**src/rtl/gpu_dma_pkg.sv**
```systemverilog
// gpu_dma_pkg: shared state, direction and address definitions for the GPU DMA port master
package gpu_dma_pkg;
  typedef enum logic [2:0] {S_IDLE, S_WRITE, S_READ, S_RDWAIT, S_DRAIN, S_DONE} state_t;
  typedef enum logic [1:0] {DMA_DirOff, FIFO, CPUtoGP0, GPUREADtoCPU} dma_direction_t;
  localparam logic GPU_A2_GP0 = 1'b0;
  function automatic dma_direction_t dir_of(input logic dir_to_gpu);
    return dir_to_gpu ? CPUtoGP0 : GPUREADtoCPU;
  endfunction
endpackage

```
**src/rtl/gpu_dma_port_master_if.sv**
```systemverilog
// gpu_dma_port_master_if: memory-side source/sink streams and the GPU CPU-side port
interface gpu_dma_port_master_if;
  logic [31:0] src_data;
  logic        src_valid;
  logic        src_ready;
  logic [31:0] dst_data;
  logic        dst_valid;
  logic        dst_ready;
  logic        gpu_sel;
  logic        gpu_adr_a2;
  logic        write;
  logic        read;
  logic [31:0] gpu_data_in;
  logic [31:0] gpu_data_out;
  logic        gpu_data_out_valid;
  logic        gpu_dma_req;
  logic        gpu_read_ready;
  modport master (
    input  src_data, src_valid, dst_ready, gpu_data_out, gpu_data_out_valid, gpu_dma_req, gpu_read_ready,
    output src_ready, dst_data, dst_valid, gpu_sel, gpu_adr_a2, write, read, gpu_data_in
  );
  modport slave (
    output src_data, src_valid, dst_ready, gpu_data_out, gpu_data_out_valid, gpu_dma_req, gpu_read_ready,
    input  src_ready, dst_data, dst_valid, gpu_sel, gpu_adr_a2, write, read, gpu_data_in
  );
endinterface

```
**src/rtl/gpu_dma_skid.sv**
```systemverilog
// gpu_dma_skid: one-entry valid/ready holding buffer for GPUREAD words headed to memory
module gpu_dma_skid #(parameter int DW = 32) (
  input  logic          i_clk,
  input  logic          i_nRst,
  input  logic          i_valid,
  input  logic [DW-1:0] i_data,
  input  logic          i_ready,
  output logic          o_valid,
  output logic [DW-1:0] o_data
);
  logic          r_valid;
  logic [DW-1:0] r_data;
  // load wins: the master only loads when the entry is empty
  always_ff @(posedge i_clk or negedge i_nRst)
    if (!i_nRst) begin
      r_valid <= 1'b0;
      r_data  <= '0;
    end else if (i_valid) begin
      r_valid <= 1'b1;
      r_data  <= i_data;
    end else if (r_valid & i_ready) begin
      r_valid <= 1'b0;
    end
  assign o_valid = r_valid;
  assign o_data  = r_data;
endmodule

```
**src/rtl/gpu_dma_port_master.sv**
```systemverilog
// gpu_dma_port_master: DMA channel-2 initiator for the GPU port; GPU_DMA_ABORT_EN adds i_abort/o_aborted/o_remaining
module gpu_dma_port_master
  import gpu_dma_pkg::*;
#(parameter int CNT_W = 16) (
  input  logic             i_clk,
  input  logic             i_nRst,
  input  logic             i_start,
  input  logic             i_dirToGPU,
  input  logic [CNT_W-1:0] i_wordCount,
  output logic             o_busy,
  output logic             o_done,
`ifdef GPU_DMA_ABORT_EN
  input  logic             i_abort,
  output logic             o_aborted,
  output logic [CNT_W-1:0] o_remaining,
`endif
  gpu_dma_port_master_if.master bus
);
  typedef logic [CNT_W:0] rem_t;
  state_t r_state, w_next;
  rem_t   r_remaining, w_rem_nxt;
  logic   w_wr_hs, w_rd_issue, w_cap, w_skid_valid, w_last, w_abort;
  assign w_last = r_remaining == rem_t'(1);
`ifdef GPU_DMA_ABORT_EN
  logic r_abort;
  // abort request is held until the transfer has wound down through DONE
  always_ff @(posedge i_clk or negedge i_nRst)
    if (!i_nRst) r_abort <= 1'b0;
    else r_abort <= ((r_state inside {S_WRITE, S_READ, S_RDWAIT}) & i_abort) | (r_abort & (r_state != S_DONE) & (r_state != S_IDLE));
  assign w_abort     = r_abort | i_abort;
  assign o_aborted   = (r_state == S_DONE) & r_abort;
  assign o_remaining = r_remaining[CNT_W-1:0];
`else
  assign w_abort = 1'b0;
`endif
  // state and word counter registers
  always_ff @(posedge i_clk or negedge i_nRst)
    if (!i_nRst) begin
      r_state     <= S_IDLE;
      r_remaining <= '0;
    end else begin
      r_state     <= w_next;
      r_remaining <= w_rem_nxt;
    end
  // next-state, counter update and strobe decode
  always_comb begin
    w_next     = r_state;
    w_rem_nxt  = r_remaining;
    w_wr_hs    = 1'b0;
    w_rd_issue = 1'b0;
    w_cap      = 1'b0;
    case (r_state)
      S_IDLE: if (i_start) begin
        w_next    = (dir_of(i_dirToGPU) == CPUtoGP0) ? S_WRITE : S_READ;
        w_rem_nxt = (i_wordCount == '0) ? rem_t'(1) << CNT_W : rem_t'(i_wordCount);
      end
      S_WRITE: if (w_abort) w_next = S_DONE;
      else if (bus.src_valid & bus.gpu_dma_req) begin
        w_wr_hs   = 1'b1;
        w_rem_nxt = r_remaining - rem_t'(1);
        w_next    = w_last ? S_DONE : S_WRITE;
      end
      S_READ: if (w_abort) w_next = S_DRAIN;
      else if (bus.gpu_read_ready & ~w_skid_valid) begin
        w_rd_issue = 1'b1;
        w_next     = S_RDWAIT;
      end
      S_RDWAIT: if (bus.gpu_data_out_valid) begin
        w_cap     = 1'b1;
        w_rem_nxt = r_remaining - rem_t'(1);
        w_next    = (w_last | w_abort) ? S_DRAIN : S_READ;
      end
      S_DRAIN: w_next = (~w_skid_valid | bus.dst_ready) ? S_DONE : S_DRAIN;
      S_DONE:  w_next = S_IDLE;
      default: w_next = S_IDLE;
    endcase
  end
  assign o_busy          = r_state != S_IDLE;
  assign o_done          = r_state == S_DONE;
  assign bus.src_ready   = w_wr_hs;
  assign bus.write       = w_wr_hs;
  assign bus.read        = w_rd_issue;
  assign bus.gpu_sel     = w_wr_hs | w_rd_issue;
  assign bus.gpu_adr_a2  = GPU_A2_GP0;
  assign bus.gpu_data_in = w_wr_hs ? bus.src_data : 32'h0;
  assign bus.dst_valid   = w_skid_valid;
  gpu_dma_skid #(.DW(32)) u_skid (
    .i_clk   (i_clk),
    .i_nRst  (i_nRst),
    .i_valid (w_cap),
    .i_data  (bus.gpu_data_out),
    .i_ready (bus.dst_ready),
    .o_valid (w_skid_valid),
    .o_data  (bus.dst_data)
  );
endmodule
```
**src/flat_wrapper.sv**
```systemverilog
// flat-port wrapper written by rule: the top's interface ports become plain ports
module gpu_dma_port_master_flat import gpu_dma_pkg::*;
#(parameter int CNT_W = 16)
  (i_clk, i_nRst, i_start, i_dirToGPU, i_wordCount, o_busy, o_done, bus_src_data, bus_src_valid, bus_dst_ready, bus_gpu_data_out, bus_gpu_data_out_valid, bus_gpu_dma_req, bus_gpu_read_ready, bus_src_ready, bus_dst_data, bus_dst_valid, bus_gpu_sel, bus_gpu_adr_a2, bus_write, bus_read, bus_gpu_data_in);
  gpu_dma_port_master_if bus_i ();
  input  logic i_clk;
  input  logic i_nRst;
  input  logic i_start;
  input  logic i_dirToGPU;
  input  logic [CNT_W-1:0] i_wordCount;
  output logic o_busy;
  output logic o_done;
  input wire logic [$bits(bus_i.src_data)-1:0] bus_src_data;
  input wire logic [$bits(bus_i.src_valid)-1:0] bus_src_valid;
  input wire logic [$bits(bus_i.dst_ready)-1:0] bus_dst_ready;
  input wire logic [$bits(bus_i.gpu_data_out)-1:0] bus_gpu_data_out;
  input wire logic [$bits(bus_i.gpu_data_out_valid)-1:0] bus_gpu_data_out_valid;
  input wire logic [$bits(bus_i.gpu_dma_req)-1:0] bus_gpu_dma_req;
  input wire logic [$bits(bus_i.gpu_read_ready)-1:0] bus_gpu_read_ready;
  output wire logic [$bits(bus_i.src_ready)-1:0] bus_src_ready;
  output wire logic [$bits(bus_i.dst_data)-1:0] bus_dst_data;
  output wire logic [$bits(bus_i.dst_valid)-1:0] bus_dst_valid;
  output wire logic [$bits(bus_i.gpu_sel)-1:0] bus_gpu_sel;
  output wire logic [$bits(bus_i.gpu_adr_a2)-1:0] bus_gpu_adr_a2;
  output wire logic [$bits(bus_i.write)-1:0] bus_write;
  output wire logic [$bits(bus_i.read)-1:0] bus_read;
  output wire logic [$bits(bus_i.gpu_data_in)-1:0] bus_gpu_data_in;
  assign bus_i.src_data = bus_src_data;
  assign bus_i.src_valid = bus_src_valid;
  assign bus_i.dst_ready = bus_dst_ready;
  assign bus_i.gpu_data_out = bus_gpu_data_out;
  assign bus_i.gpu_data_out_valid = bus_gpu_data_out_valid;
  assign bus_i.gpu_dma_req = bus_gpu_dma_req;
  assign bus_i.gpu_read_ready = bus_gpu_read_ready;
  assign bus_src_ready = bus_i.src_ready;
  assign bus_dst_data = bus_i.dst_data;
  assign bus_dst_valid = bus_i.dst_valid;
  assign bus_gpu_sel = bus_i.gpu_sel;
  assign bus_gpu_adr_a2 = bus_i.gpu_adr_a2;
  assign bus_write = bus_i.write;
  assign bus_read = bus_i.read;
  assign bus_gpu_data_in = bus_i.gpu_data_in;
  gpu_dma_port_master #(.CNT_W(CNT_W)) u_core (.i_clk(i_clk), .i_nRst(i_nRst), .i_start(i_start), .i_dirToGPU(i_dirToGPU), .i_wordCount(i_wordCount), .o_busy(o_busy), .o_done(o_done), .bus(bus_i));
endmodule
```
**config.mk**
```make
export PLATFORM = sky130hd
export DESIGN_NAME = gpu_dma_port_master_flat
export DESIGN_NICKNAME = d
export VERILOG_FILES = /design/src/rtl/gpu_dma_pkg.sv /design/src/rtl/gpu_dma_port_master_if.sv /design/src/rtl/gpu_dma_skid.sv /design/src/rtl/gpu_dma_port_master.sv /design/src/flat_wrapper.sv
export SDC_FILE = /design/constraint.sdc
export NUM_CORES = 1
export LEC_CHECK = 0
export BUFFER_PORTS_ARGS = -buffer_cell sky130_fd_sc_hd__buf_2
export CAP_MARGIN = 20
export CORE_MARGIN = 5
export CORE_UTILIZATION = 48
export CTS_CLUSTER_SIZE = 12
export DETAILED_ROUTE_END_ITERATION = 12
export PLACE_DENSITY = 0.92
export SLEW_MARGIN = 20
export SYNTH_ARGS = -nofsm -noshare
export SYNTH_HDL_FRONTEND = slang
export SYNTH_SLANG_ARGS = --single-unit
export TNS_END_PERCENT = 1
```
**constraint.sdc**
```tcl
create_clock -name i_clk -period 4.8 [get_ports i_clk]
set_clock_uncertainty 0.2 [all_clocks]
set_input_delay 0.96 -clock i_clk [delete_from_list [all_inputs] [get_ports i_clk]]
set_output_delay 0.96 -clock i_clk [all_outputs]
set_load 0.02 [all_outputs]
```
# Yosys cells after proc, flatten, opt, wreduce, memory -nomap -nowiden
# Index checks and enable logic that the tools add are counted.
# classes
n_addsub	1
eq_ne	11
muxes	24
bitwise_logic	6
reduce_logical	7
# op_table
op	n
$mux W17	4
$pmux W17 S3	1
$mux W32	1
$mux W3	6
$eq A17 B1 Y1 const B	1
$sub A17 B1 Y17 const B	1
$logic_not A16 Y1	1
$pmux W3 S5	1
$mux W1	10
$reduce_and A4 Y1	2
$eq A3 B2 Y1 const B	2
$eq A3 B3 Y1 const B	2
$reduce_bool A3 Y1	2
$ne A2 B1 Y1 const B	2
$ne A2 B2 Y1 const B	2
$and A1 B1 Y1	3
$eq A3 B1 Y1 const B	1
$logic_not A3 Y1	1
$eq A2 B2 Y1 const B	1
$mux W2	1
$or A1 B1 Y1	2
$reduce_bool A2 Y1	1
$not A1 Y1	1
# word_totals
ff_bits	53
output_inout_bits	72

# Depth between registers and ports, before layout
# logic_depth
ltp_word	5
depth_mapped	7
ltp_nobuf	6

# Modules after synthesis
# From an unflattened synthesis, not the netlist that was laid out.
# hier_totals
cells_unflattened	284
area_unflattened_um2	3149.3
# by_module_without_submodules
module	instances	cells_per_inst	area_each_um2
gpu_dma_port_master	1	213	1771.7
gpu_dma_skid	1	71	1377.6

# Worst setup path after synthesis
# OpenSTA, ideal clock, no wires.
# synth_timing
path_type	input -> output
from	input port bus_src_valid
to	output port bus_gpu_data_in[22]
t_arrival_ps	2034
required_time_ps	3640
slack_ps	1606
cell_stages	4
path_cell_list	nand2_1 -> nor3_1 -> clkbuf_1 -> and2_1
# synth_via
elab_chain_cells	4
# synth_rtl
item	line_no	source
from (decl)	flat_wrapper.sv:14	input wire logic [$bits(bus_i.src_valid)-1:0] bus_src_valid;
$and A1 B1 Y1	gpu_dma_port_master.sv:58	else if (bus.src_valid & bus.gpu_dma_req) begin
$mux W1	gpu_dma_port_master.sv:58	
$mux W1	gpu_dma_port_master.sv:52	case (r_state)
net bus_src_ready	flat_wrapper.sv:20	output wire logic [$bits(bus_i.src_ready)-1:0] bus_src_ready;
$mux W32	gpu_dma_port_master.sv:85	assign bus.gpu_data_in = w_wr_hs ? bus.src_data : 32'h0;
to (decl)	flat_wrapper.sv:27	output wire logic [$bits(bus_i.gpu_data_in)-1:0] bus_gpu_data_in;
# The timed path passes the listed nets, and every way through them passes these cells.

# Worst setup path in the final report
# layout_timing
from	register u_core.r_state[2]
to	output port bus_gpu_sel
# layout_via
elab_chain_cells	3
# layout_rtl
item	line_no	source
from (decl)	gpu_dma_port_master.sv:20	state_t r_state, w_next;
from (signal assigned)	gpu_dma_port_master.sv:42	r_state <= w_next;
$eq A3 B1 Y1 or $eq A3 B2 Y1 (tied branches)	gpu_dma_port_master.sv:52	
$mux W1	gpu_dma_port_master.sv:52	
$or A1 B1 Y1 (*)	gpu_dma_port_master.sv:83	assign bus.gpu_sel = w_wr_hs | w_rd_issue;
to (decl)	flat_wrapper.sv:23	output wire logic [$bits(bus_i.gpu_sel)-1:0] bus_gpu_sel;
# Every way passes the cells marked *; elsewhere a longest branch is shown, timed or not.

==> results.py <==
metrics = {
    "clock_tree": {
        "clk_latency_ps": 310,
        "cts.repair.resized": 0,
        "cts_tree": "built",
        "cts_buffers": 5,
        "hold_buffers": 0,
        "cts_buffer_depth": 2,
        "clk_pin_slew_ps": 90,
        "cts-htree-levels": 2,
        "post_cts_buffers": 0,
        "root_buffer": "clkbuf_8",
        "cts.sinks": 53,
    },
    "logic_synthesis": {
        "synthTopCellsByCount": "53 x dfrtp_1, 33 x and2_1, 32 x mux2_2",
        "ys_types": 46,
        "syn_area_um2": 2850,
        "syn_nets": 370,
        "yosysSeqAreaShare_pct": 46.6,
        "yosysMostFrequentCell": "dfrtp_1",
        "netlist_instances": 279,
        "ys_warn_count": 0,
        "synth_edf_count": 0,
        "synth_top_area_share_pct": 46.6,
        "synth_flop_cell": "dfrtp_1",
        "synth.avg_cell_area_um2": 10.2,
        "ys_ff_latch": 53,
        "synth.area.top_cells": "dfrtp_1 47%, mux2_2 13%, and2_1 7.3%, a21oi_1 3.0%, nor4_1 2.9%",
        "yosysTopAreaCell": "dfrtp_1",
        "async_flop_share_pct": 100,
    },
    "detailed_routing": {
        "ant_nets": 0,
        "wl_um": 8160,
        "num_vias": 2786,
        "drtIter0Drc": 250,
        "wire_per_inst_um": 16.2,
        "drc": 0,
        "first_pass_iters": 5,
        "avgViaCountPerCell": 5.53,
    },
    "global_route": {
        "grt_start_max_net_pins": 54,
        "track_usage_pct": 20.8,
        "antenna_found_initial": 0,
        "grt_pass1_vias": 2666,
        "grt_overflow": 0,
        "grt_pass1_wl_um": 12600,
    },
    "die": {
        "initial_core_util_pct": 48.6,
        "dieArea_um2": 7570,
        "coreArea_um2": 5850,
        "rows": 28,
        "die_w_um": 87.0,
        "ios": 161,
        "dieHeight_um": 87.0,
    },
    "finish": {
        "fin_nets": 519,
        "antenna_cells": 0,
        "layout-drive-gt1-share_pct": 49.9,
        "area_growth_pct": 32.5,
        "nFillCells": 508,
    },
    "timing": {
        "setup_viol": 0,
        "period_needed_ps": 3490,
        "slew_violations": 0,
        "fin_crit_sh_pct": 72.7,
        "fin_setup_tns_ps": 0,
        "hold_viol": 0,
        "rsz0062_at_grt": "false",
        "fmax_ghz": 0.287,
        "fin_ws_ps": 1310,
        "max_slew_margin_pct": 38.8,
        "worstMarginPinSlew_ps": 917,
    },
    "critical_path": {
        "critPathKind": "reg -> out",
        "path_max_fanout": 35,
        "cp.required_ps": 3640,
        "start_kind": "register",
        "critPathCaptureType": "output pin",
        "cp.arrival_ps": 2330,
    },
    "power": {
        "powerDensity_nw_per_um2": 390,
        "power_leakage_nw": 1.97,
        "ir_drop_v": 0.000247,
    },
    "placed_design": {
        "dp_slack_ps": 1670,
        "gp_congestion": 0.959,
        "portBuffers": 159,
        "hpwl_um": 6300,
    },
    "hold_path": {
        "holdCritPathClass": "reg -> reg",
    },
    "run": {
        "drv_cap": 0,
    },
    "status": {
        "status": "finished clean",
    },
}
## power breakdown
group / switching, mW / leakage [nW] / internal, mW / total (mW)
registers: 0.120 / 0.674 / 0.580 / 0.701
clock network: 0.148 / 0.0374 / 0.103 / 0.251
logic: 0.293 / 1.26 / 0.225 / 0.518
## layer usage
metal | vias up | GRT usage (%) | share of wire (%)
met3 | 22 | 3.78 | 10
li1 | 1305 | - | -
met2 | 167 | 37.1 | 53
met4 | 0 | 7.79 | 2.5
met1 | 1292 | 24.8 | 34
met5 | - | 0 | 0
## state kept, by name, indices dropped and copies added, names as in the netlist
| register | cells |
|---|---|
| u_core.r_remaining | 17 |
| u_core.u_skid.o_data | 32 |
| u_core.u_skid.o_valid | 1 |
| u_core.r_state | 3 |
## placed cells by master, fill, tap and decap left out, types with 2 or more instances in the layout
cell,instances
o21a_1,2
clkbuf_8,5
nor4b_1,2
a211oi_1,3
o2bb2ai_1,4
or4_1,2
nor3_1,4
or4_4,3
o22ai_1,4
buf_4,5
mux2_2,32
nor2_1,15
nor3b_1,2
and2_1,33
or3_1,2
nand4_1,2
clkinvlp_4,2
dfrtp_1,53
a2bb2oi_1,2
a22oi_1,3
or2_2,2
buf_2,159
nand3_1,4
nand2b_1,3
ha_1,2
nor4_1,13
o21ai_0,14
a21oi_1,17
o22a_1,3
a31oi_1,4
nand2_1,6
nor2b_1,2
inv_1,5
## worst paths after layout
| check | slack (ps) | startpoint | to | cells past startpoint |
|---|---|---|---|---|
| max | 1310 | u_core.r_state[2] | bus_gpu_sel | 5 |
| min | 300 | u_core.u_skid.o_data[31] | u_core.u_skid.o_data[31] | 1 |
| max reg2reg | 2400 | u_core.r_remaining[0] | u_core.r_remaining[14] | 6 |
| min reg2reg | 300 | u_core.u_skid.o_data[31] | u_core.u_skid.o_data[31] | 1 |
| max in group asynchronous | 3390 | i_nRst | u_core.r_remaining[5] | 2 |
| min in group asynchronous | 560 | i_nRst | u_core.r_remaining[11] | 2 |
## per-stage QoR
stage                     power, mW  util [%]  cell area (um^2)  std cells  hold WS, ps
after floorplan                1.03         -              2850        279          283
after global placement         1.19      63.0              3680        496          282
after detailed placement       1.22      63.0              3680        496          288
after CTS                      1.48      64.5              3770        504          311
after global routing           1.57      64.5              3770        504          334
final                          1.47      64.5              3770        504          305
## final cells by class
cell class | count | area, um^2 | share of cell area [%]
Multi-Input combinational cell | 199 | 1410 | 37.4
Sequential cell | 53 | 1330 | 35.2
Timing Repair Buffer | 164 | 833 | 22.1
Tap cell | 75 | 93.8 | 2.49
Clock buffer | 6 | 72.6 | 1.92
Inverter | 5 | 18.8 | 0.498
Clock inverter | 2 | 15.0 | 0.398
## critical path, cell delays in order, from the launching register on
cell      delay, ps
dfrtp_1         480
nand2b_1        750
nor3_2           90
buf_4           240
or2_2           300
buf_2           160
## cells by family after synthesis
logic type	synth area share, %
adders and majority gates	0.879
buffers and inverters	4.22
DFF	46.6
other	0.132
muxes	12.7
AOI/OAI and AO/OA	14.9
and+or+nand+nor	20.6
No activity file was read; power rests on OpenSTA's default activity.
